===== src/rtl/uart_csr_pkg.sv =====
`default_nettype none
// ============================================================================
// uart_csr_pkg : register offsets, IE/IP bit indices, STATUS field positions
// Revision     : 1.0
// ============================================================================
package uart_csr_pkg;

    localparam logic [31:0] OFF_TXDATA = 32'h00;
    localparam logic [31:0] OFF_BAUD   = 32'h04;
    localparam logic [31:0] OFF_CTRL   = 32'h08;
    localparam logic [31:0] OFF_RXDATA = 32'h0C;
    localparam logic [31:0] OFF_IE     = 32'h10;
    localparam logic [31:0] OFF_IP     = 32'h14;
    localparam logic [31:0] OFF_STATUS = 32'h18;

    localparam int IP_TX_EMPTY = 0;
    localparam int IP_RX_AVAIL = 1;
    localparam int IP_RX_OVR   = 2;
    localparam int IRQ_W       = 3;

    localparam int ST_TX_CNT   = 0;
    localparam int ST_RX_CNT   = 8;
    localparam int ST_TX_FULL  = 16;
    localparam int ST_TX_EMPTY = 17;
    localparam int ST_RX_FULL  = 18;
    localparam int ST_RX_EMPTY = 19;
    localparam int ST_OVR_CNT  = 24;

    typedef enum logic [2:0] {
        REG_NONE,
        REG_TXDATA,
        REG_BAUD,
        REG_CTRL,
        REG_RXDATA,
        REG_IE,
        REG_IP,
        REG_STATUS
    } reg_sel_e;

    function automatic reg_sel_e decode_reg(input logic [31:0] off);
        case (off)
            OFF_TXDATA: decode_reg = REG_TXDATA;
            OFF_BAUD:   decode_reg = REG_BAUD;
            OFF_CTRL:   decode_reg = REG_CTRL;
            OFF_RXDATA: decode_reg = REG_RXDATA;
            OFF_IE:     decode_reg = REG_IE;
            OFF_IP:     decode_reg = REG_IP;
            OFF_STATUS: decode_reg = REG_STATUS;
            default:    decode_reg = REG_NONE;
        endcase
    endfunction

endpackage
`default_nettype wire


===== src/rtl/sync_fifo.sv =====
`default_nettype none
// ============================================================================
// sync_fifo : single-clock first-word-fall-through FIFO, power-of-two depth
// Revision  : 1.0
// ============================================================================
module sync_fifo #(
    parameter int WIDTH = 8,
    parameter int DEPTH = 8
) (
    input  logic                     clk,
    input  logic                     rst,
    input  logic                     push,
    input  logic                     pop,
    input  logic [WIDTH-1:0]         wdata,
    output logic [WIDTH-1:0]         rdata,
    output logic                     full,
    output logic                     empty,
    output logic [$clog2(DEPTH):0]   count
);

    localparam int AW = $clog2(DEPTH);

    logic [WIDTH-1:0] mem_q [DEPTH];
    logic [AW-1:0]    wr_ptr_q, wr_ptr_d;
    logic [AW-1:0]    rd_ptr_q, rd_ptr_d;
    logic [AW:0]      count_q, count_d;
    logic             push_ok, pop_ok;

    assign full    = (count_q == (AW+1)'(DEPTH));
    assign empty   = (count_q == '0);
    // A push into a full FIFO is dropped even if the same edge pops.
    assign push_ok = push & ~full;
    assign pop_ok  = pop & ~empty;
    assign count   = count_q;
    assign rdata   = mem_q[rd_ptr_q];

    always_comb begin
        wr_ptr_d = wr_ptr_q;
        rd_ptr_d = rd_ptr_q;
        count_d  = count_q;
        if (push_ok) wr_ptr_d = wr_ptr_q + 1'b1;
        if (pop_ok)  rd_ptr_d = rd_ptr_q + 1'b1;
        case ({push_ok, pop_ok})
            2'b10:   count_d = count_q + 1'b1;
            2'b01:   count_d = count_q - 1'b1;
            default: count_d = count_q;
        endcase
    end

    always_ff @(posedge clk) begin
        if (rst) begin
            wr_ptr_q <= '0;
            rd_ptr_q <= '0;
            count_q  <= '0;
        end else begin
            wr_ptr_q <= wr_ptr_d;
            rd_ptr_q <= rd_ptr_d;
            count_q  <= count_d;
        end
    end

    always_ff @(posedge clk) begin
        if (push_ok && !rst) mem_q[wr_ptr_q] <= wdata;
    end

endmodule
`default_nettype wire


===== src/rtl/uart_csr_fifo.sv =====
`default_nettype none
// ============================================================================
// uart_csr_fifo : UART CSR window with TX/RX FIFOs and interrupt logic
// Option        : UART_RX_OVERRUN_EN adds RX overrun flag IP[2] and counter
// Revision      : 1.0
// ============================================================================
module uart_csr_fifo
    import uart_csr_pkg::*;
#(
    parameter logic [31:0] BASE_ADDR = 32'h8000_0000,
    parameter int          DATA_W    = 8,
    parameter int          TX_DEPTH  = 8,
    parameter int          RX_DEPTH  = 8
) (
    input  logic              clk,
    input  logic              rst,
    input  logic              uart_sel,
    input  logic              WE,
    input  logic              RE,
    input  logic [31:0]       A,
    input  logic [31:0]       WD,
    output logic [31:0]       RD,
    output logic [DATA_W-1:0] tx_data,
    output logic              tx_valid,
    input  logic              tx_ready,
    input  logic [DATA_W-1:0] rx_data,
    input  logic              rx_valid,
    output logic [31:0]       baud_div_out,
    output logic [31:0]       ctrl_out,
    output logic              irq
);

    localparam int TX_CW = $clog2(TX_DEPTH) + 1;
    localparam int RX_CW = $clog2(RX_DEPTH) + 1;

    logic [31:0] off_w;
    reg_sel_e    sel_w;
    logic        wr_w, rd_w, ip_wr_w;

    assign off_w   = A - BASE_ADDR;
    assign sel_w   = decode_reg(off_w);
    assign wr_w    = uart_sel & WE;
    assign rd_w    = uart_sel & RE & ~WE;
    assign ip_wr_w = wr_w & (sel_w == REG_IP);

    logic              tx_push_w, tx_pop_w, tx_full_w, tx_empty_w;
    logic [TX_CW-1:0]  tx_count_w;
    logic              rx_pop_w, rx_full_w, rx_empty_w;
    logic [RX_CW-1:0]  rx_count_w;
    logic [DATA_W-1:0] rx_head_w;

    assign tx_push_w = wr_w & (sel_w == REG_TXDATA);
    assign tx_pop_w  = tx_valid & tx_ready;
    assign tx_valid  = ~tx_empty_w;
    assign rx_pop_w  = rd_w & (sel_w == REG_RXDATA);

    sync_fifo #(.WIDTH(DATA_W), .DEPTH(TX_DEPTH)) u_tx_fifo (
        .clk   (clk),
        .rst   (rst),
        .push  (tx_push_w),
        .pop   (tx_pop_w),
        .wdata (WD[DATA_W-1:0]),
        .rdata (tx_data),
        .full  (tx_full_w),
        .empty (tx_empty_w),
        .count (tx_count_w)
    );

    sync_fifo #(.WIDTH(DATA_W), .DEPTH(RX_DEPTH)) u_rx_fifo (
        .clk   (clk),
        .rst   (rst),
        .push  (rx_valid),
        .pop   (rx_pop_w),
        .wdata (rx_data),
        .rdata (rx_head_w),
        .full  (rx_full_w),
        .empty (rx_empty_w),
        .count (rx_count_w)
    );

    logic [31:0]      baud_q, baud_d;
    logic [31:0]      ctrl_q, ctrl_d;
    logic [IRQ_W-1:0] ie_q, ie_d;
    logic             ip0_q, ip0_d;
    logic             irq_q, irq_d;
    logic             tx_drain_w;
    logic             ip2_w;
    logic [7:0]       ovr_cnt_w;
    logic [IRQ_W-1:0] ie_mask_w;
    logic [IRQ_W-1:0] ip_vec_w;

    // TX count steps 1 -> 0 only when the last word leaves with no push behind it.
    assign tx_drain_w = tx_pop_w & (tx_count_w == TX_CW'(1)) & ~(tx_push_w & ~tx_full_w);

`ifdef UART_RX_OVERRUN_EN
    logic       ovr_ip_q, ovr_ip_d;
    logic [7:0] ovr_cnt_q, ovr_cnt_d;

    always_comb begin
        ovr_ip_d  = ovr_ip_q;
        ovr_cnt_d = ovr_cnt_q;
        if (ip_wr_w && WD[IP_RX_OVR]) begin
            ovr_ip_d  = 1'b0;
            ovr_cnt_d = '0;
        end
        if (rx_valid && rx_full_w) begin
            ovr_ip_d = 1'b1;
            if (ovr_cnt_d != 8'hFF) ovr_cnt_d = ovr_cnt_d + 8'd1;
        end
    end

    always_ff @(posedge clk) begin
        if (rst) begin
            ovr_ip_q  <= 1'b0;
            ovr_cnt_q <= '0;
        end else begin
            ovr_ip_q  <= ovr_ip_d;
            ovr_cnt_q <= ovr_cnt_d;
        end
    end

    assign ip2_w     = ovr_ip_q;
    assign ovr_cnt_w = ovr_cnt_q;
    assign ie_mask_w = 3'b111;
`else
    assign ip2_w     = 1'b0;
    assign ovr_cnt_w = '0;
    assign ie_mask_w = 3'b011;
`endif

    assign ip_vec_w = {ip2_w, ~rx_empty_w, ip0_q};

    always_comb begin
        baud_d = baud_q;
        ctrl_d = ctrl_q;
        ie_d   = ie_q;
        ip0_d  = ip0_q;
        if (wr_w && sel_w == REG_BAUD) baud_d = WD;
        if (wr_w && sel_w == REG_CTRL) ctrl_d = WD;
        if (wr_w && sel_w == REG_IE)   ie_d   = WD[IRQ_W-1:0];
        if (ip_wr_w && WD[IP_TX_EMPTY]) ip0_d = 1'b0;
        if (tx_drain_w) ip0_d = 1'b1;
        irq_d = |(ip_vec_w & ie_q & ie_mask_w);
    end

    always_ff @(posedge clk) begin
        if (rst) begin
            baud_q <= '0;
            ctrl_q <= '0;
            ie_q   <= '0;
            ip0_q  <= 1'b0;
            irq_q  <= 1'b0;
        end else begin
            baud_q <= baud_d;
            ctrl_q <= ctrl_d;
            ie_q   <= ie_d;
            ip0_q  <= ip0_d;
            irq_q  <= irq_d;
        end
    end

    assign baud_div_out = baud_q;
    assign ctrl_out     = ctrl_q;
    assign irq          = irq_q;

    logic [31:0] status_w;
    logic [31:0] rx_ext_w;

    always_comb begin
        status_w                     = '0;
        status_w[ST_TX_CNT +: 8]     = 8'(tx_count_w);
        status_w[ST_RX_CNT +: 8]     = 8'(rx_count_w);
        status_w[ST_TX_FULL]         = tx_full_w;
        status_w[ST_TX_EMPTY]        = tx_empty_w;
        status_w[ST_RX_FULL]         = rx_full_w;
        status_w[ST_RX_EMPTY]        = rx_empty_w;
        status_w[ST_OVR_CNT +: 8]    = ovr_cnt_w;
    end

    assign rx_ext_w = rx_empty_w ? 32'h0 : 32'(rx_head_w);

    always_comb begin
        RD = '0;
        if (uart_sel && !WE) begin
            case (sel_w)
                REG_BAUD:   RD = baud_q;
                REG_CTRL:   RD = ctrl_q;
                REG_RXDATA: RD = rx_ext_w;
                REG_IE:     RD = {{(32-IRQ_W){1'b0}}, ie_q};
                REG_IP:     RD = {{(32-IRQ_W){1'b0}}, ip_vec_w};
                REG_STATUS: RD = status_w;
                default:    RD = '0;
            endcase
        end
    end

endmodule
`default_nettype wire


===== config.mk =====
export PLATFORM = sky130hd
export DESIGN_NAME = uart_csr_fifo
export DESIGN_NICKNAME = d
export VERILOG_FILES = /design/src/rtl/uart_csr_pkg.sv /design/src/rtl/sync_fifo.sv /design/src/rtl/uart_csr_fifo.sv
export SDC_FILE = /design/constraint.sdc
export NUM_CORES = 1
export LEC_CHECK = 0
export ABC_AREA = 1
export CORE_MARGIN = 2
export CORE_UTILIZATION = 37
export DETAILED_ROUTE_END_ITERATION = 8
export DONT_BUFFER_PORTS = 1
export GPL_ROUTABILITY_DRIVEN = 0
export PLACE_DENSITY = 0.6
export SYNTH_ARGS = -nofsm -noshare
export SYNTH_HDL_FRONTEND = slang
export SYNTH_HIERARCHICAL = 1
export SYNTH_SLANG_ARGS = --single-unit

===== constraint.sdc =====
create_clock -name clk -period 3.35 [get_ports clk]
set_input_delay 0.335 -clock clk [delete_from_list [all_inputs] [get_ports clk]]
set_output_delay 0.335 -clock clk [all_outputs]
set_load 0.01 [all_outputs]

==> results <==
- The final hold violation count was 0.
- The compound-gate portion of the synthesized area is 13.8%.
- The clock passes through at most 3 buffers.
- The standard-cell row count is 60.
- The maximum fanout count along the critical path is 23.
- The xor-xnor portion of the synthesized cell area is 0.692%.
- Summed over all failing endpoints, the final setup total negative slack is 0 ps.
- The number of input and output port buffers inserted is 0.
- The violation count after the first detailed-routing iteration is 736.
- The worst vdd rail ir drop is 0.307 mV.
- The cell type with the highest aggregate area in the netlist is sky130_fd_sc_hd__edfxtp_1.
- The first global-routing pass estimated 40700 um of wire.
- The number of max-slew violations in the final report is 0.
- After synthesis, the cell types taking the most area are sky130_fd_sc_hd__edfxtp_1, sky130_fd_sc_hd__dfxtp_1, sky130_fd_sc_hd__nand2_1, sky130_fd_sc_hd__nor2_1, sky130_fd_sc_hd__o21ai_1.
- Timing would allow up to 359 MHz.
- Wires add up to roughly 26000 um.
- The floorplan step defined a die boundary enclosing around 29000 sq um.
- Leaving out fill and tap cells, the most frequent cells in the layout are sky130_fd_sc_hd__nand2_1, sky130_fd_sc_hd__nor2_1, sky130_fd_sc_hd__edfxtp_1.
- The signal on the critical path passes through buf_4, nor2_1, nor2_1, o21ai_1, o21ai_1, nand2_1, nand2_1, nand2_1, nand2_1, nor2_1, a21oi_1.
- The vertical extent of the die is around 170 um.
- In the routed design, unresolved DRC markers number 0.
- The clock reaches the later pin of the worst-skew pair after about 490 ps.
- Of the post-synthesis cell area, the dominant cell type holds 38.0%.
- The classification of the worst setup path is reg2out.
- Headroom to the max-slew limit came out at 30.6%.
- The maximum level of the CTS H-tree is 1.
- STA classifies the critical path startpoint as a flip-flop.
- The clock root buffer master is sky130_fd_sc_hd__clkbuf_16.
- The number of setup violations in the final report is 0.
- The half-perimeter wire length after detailed placement is about 18000 um.
- TritonCTS built the clock tree.
- By area, the combinational part of the netlist is dominated by simple AND/OR/NAND/NOR gates.
- In the final layout, the share of cells above drive strength 1 is 6.68%.
- The path class of the tightest hold or removal check is in2reg.
- Grouping stages by cell kind, the critical path spends the most delay in simple AND/OR/NAND/NOR gates.
- The width of the chip is 169 um.
- Setup repair after global routing left no endpoint under its margin.
- The maximum number of pins on one net before global-route repair is 66.
- In the final design database the tool counted 1258 nets.
- For this configuration, the core starts out at a cell density of between 30% and 40%.
- After global routing the overflow that remains totals 0.
- The Yosys step of the flow raised 6 warnings.
- The power per unit of standard cell area is 493 nW/um^2.
- The leakage power total is 0.00454 uW.
- The detailed-router iteration count before antenna repair is 5.
- The initial antenna violation count is 1.
- The transition time of the tightest slew-check pin is 1040 ps.
- Of the available clock period, the critical path in the final layout requires 83.2%.
- Dividing the detail-routed via count by the number of cells gives 5.11.
- Power comes to 5660 uW.
- Counting I/O delays and the setup requirement, the final critical path takes 2790 ps.
- The synthesized area divided by synthesized cell count is 8.93 sq um.
- The number of clock buffers added by TritonCTS is 23.
- The flow ran to the end, and the final reports show no timing, DRC or antenna violations.
- The count of clock tree sinks is roughly 220.
- After technology mapping, the gate count stands at 1134.
- The most frequent standard cell in the layout excluding fill and tap cells is sky130_fd_sc_hd__nand2_1.
- Pin placement for this block handled 185 I/O pins.
- Counting every net in the synthesized netlist gives between 1000 and 1500.
- The worst endpoint data arrival time is 2450 ps.
- The worst setup path is captured at an output port.
- The average wire length per cell after detail routing is 17.2 um.
- The mapped netlist covers 10100 sq um.
- After synthesis, the netlist uses 33 different library cells.
- The antenna violation net count after detailed routing is 0.
- The clock skew after layout is 5.31 ps.
- The worst stage delay on the critical path is 550 ps.
- The worst path required time is 3010 ps.
- The cell with the biggest individual delay on the critical path is sky130_fd_sc_hd__dfxtp_1.
- The synthesized-area fraction occupied by and/or/nand/nor cells is 19.5%.
- The area share of fa/ha/maj cells after synthesis is 1.63%.
- Compared with the post-synthesis result, the final layout area differs by 13.6%.
- The overall routing resource usage is 18.0%.
- The buffer and inverter count on the worst path is 1.
- Max-cap violations in this run came to 0.
- Among the stages of the critical path, the cell type that occurs most often is sky130_fd_sc_hd__nand2_1.
- The multiplexer fraction of the synthesized cell area is 0%.
- After synthesis the netlist holds a flip-flop and latch count of 223.
- The via count of the first global-routing pass is 7390.
- The total via count after detailed routing is 7789.
- Of the synthesized area, sequential elements account for 56.8%.
- The core region is 26900 sq um.
- The register clock-pin slew on the reported worst setup and hold paths is 60 ps.
-- synth_stat cells --
cell type,count
sky130_fd_sc_hd__nor2_4,5
sky130_fd_sc_hd__a211oi_1,3
sky130_fd_sc_hd__fa_1,2
sky130_fd_sc_hd__buf_2,13
sky130_fd_sc_hd__nor2_2,5
sky130_fd_sc_hd__edfxtp_1,128
sky130_fd_sc_hd__clkbuf_1,9
sky130_fd_sc_hd__nand3_4,1
sky130_fd_sc_hd__buf_6,19
sky130_fd_sc_hd__nor2_8,4
sky130_fd_sc_hd__o21ai_1,100
sky130_fd_sc_hd__o21ai_0,73
sky130_fd_sc_hd__nand3_2,2
sky130_fd_sc_hd__nor2_1,179
sky130_fd_sc_hd__nand2_4,2
sky130_fd_sc_hd__xnor2_1,3
sky130_fd_sc_hd__inv_2,7
sky130_fd_sc_hd__buf_1,3
sky130_fd_sc_hd__inv_1,100
sky130_fd_sc_hd__nand4_1,13
sky130_fd_sc_hd__dfxtp_1,95
sky130_fd_sc_hd__a21oi_1,98
sky130_fd_sc_hd__nor3_1,3
sky130_fd_sc_hd__nor4_1,2
sky130_fd_sc_hd__nand2_2,1
sky130_fd_sc_hd__o22ai_1,1
sky130_fd_sc_hd__nand3_1,41
sky130_fd_sc_hd__ha_1,10
sky130_fd_sc_hd__nand3b_1,1
sky130_fd_sc_hd__xor2_1,5
sky130_fd_sc_hd__o21ai_4,1
sky130_fd_sc_hd__nand2_1,200
sky130_fd_sc_hd__buf_4,5
-- stage by stage --
stage / std cells / hold WS [ps] / utilization, % / setup WS [ps] / area (sq um)
finish: 1525 / 17.9 / 42.8 / 563 / 11500
global route: 1525 / 19.1 / 42.8 / 275 / 11500
CTS: 1524 / 0.951 / 42.8 / 523 / 11500
detailed placement: 1441 / 413 / 38.4 / 533 / 10300
global placement: 1441 / 413 / 38.4 / 603 / 10300
floorplan: 1134 / 404 / - / 855 / 10100
-- routing by layer --
metal | global-route usage [%] | share of wire, % | up-vias
met2 | 31.4 | 50 | 227
met1 | 23.1 | 42 | 3658
met4 | 5.20 | 2.7 | 0
met3 | 3.10 | 6.0 | 48
li1 | - | - | 3856
met5 | 0 | 0 | -
-- where the power goes --
part           switching [uW]  leakage [uW]  internal (uW)
sequential               11.8       0.00192           2910
combinational             123       0.00225           71.2
clock                    1010      0.000370           1530
-- layout make-up --
class	count	area (sq um)
clock buffer	29	618
sequential	223	5750
clock inverter	12	138
antenna	1	2.50
fill	2611	15400
timing repair buffer	57	546
inverter	107	402
multi-input combinational	755	3620
tap	341	427
-- registers in the layout, summed over array words and instances (netlist names), named ones only --
register and flops:
baud_div_out 32, ctrl_out 32, ie_q 3, ip0_q 1, irq 1, u_rx_fifo/count 4, u_rx_fifo/mem_q 64, u_rx_fifo/rd_ptr_q 3
u_rx_fifo/wr_ptr_q 3, u_tx_fifo/count 4, u_tx_fifo/mem_q 64, u_tx_fifo/rd_ptr_q 3, u_tx_fifo/wr_ptr_q 3
-- tightest hold or removal path, delay by kind of cell --
kind | cells | cell delay, ps
AO/OA/AOI/OAI | 2 | 80
buffers and inverters | 1 | 40
-- final timing paths --
kind | start | to | slack [ps] | cells past startpoint
worst max-delay path | flip-flop | RD[0] | 560 | 11
worst min-delay path | rst | u_tx_fifo/count[2] | 20 | 3
worst max register to register | u_tx_fifo/count[1] | u_tx_fifo/count[2] | 850 | 12
worst min register to register | u_tx_fifo/wr_ptr_q[0] | u_tx_fifo/wr_ptr_q[0] | 500 | 2
-- kinds of logic (layout without fill, tap and decap cells) --
group	count (synthesis)	in the layout
flops	223	223
compound gates	276	276
other cells	0	1
fa+ha+maj	12	12
simple gates	459	459
buf+inv	156	205
xor+xnor	8	8
-- timing repair --
item / CTS / global route
gates resized for setup: 0 / 0
hold buffers: 42 / 0
endpoints found under the setup margin: 0 / 0
buffers inserted: 0 / 0
endpoints found under the hold margin: 195 / 0
(Power assumes the default switching activity.)
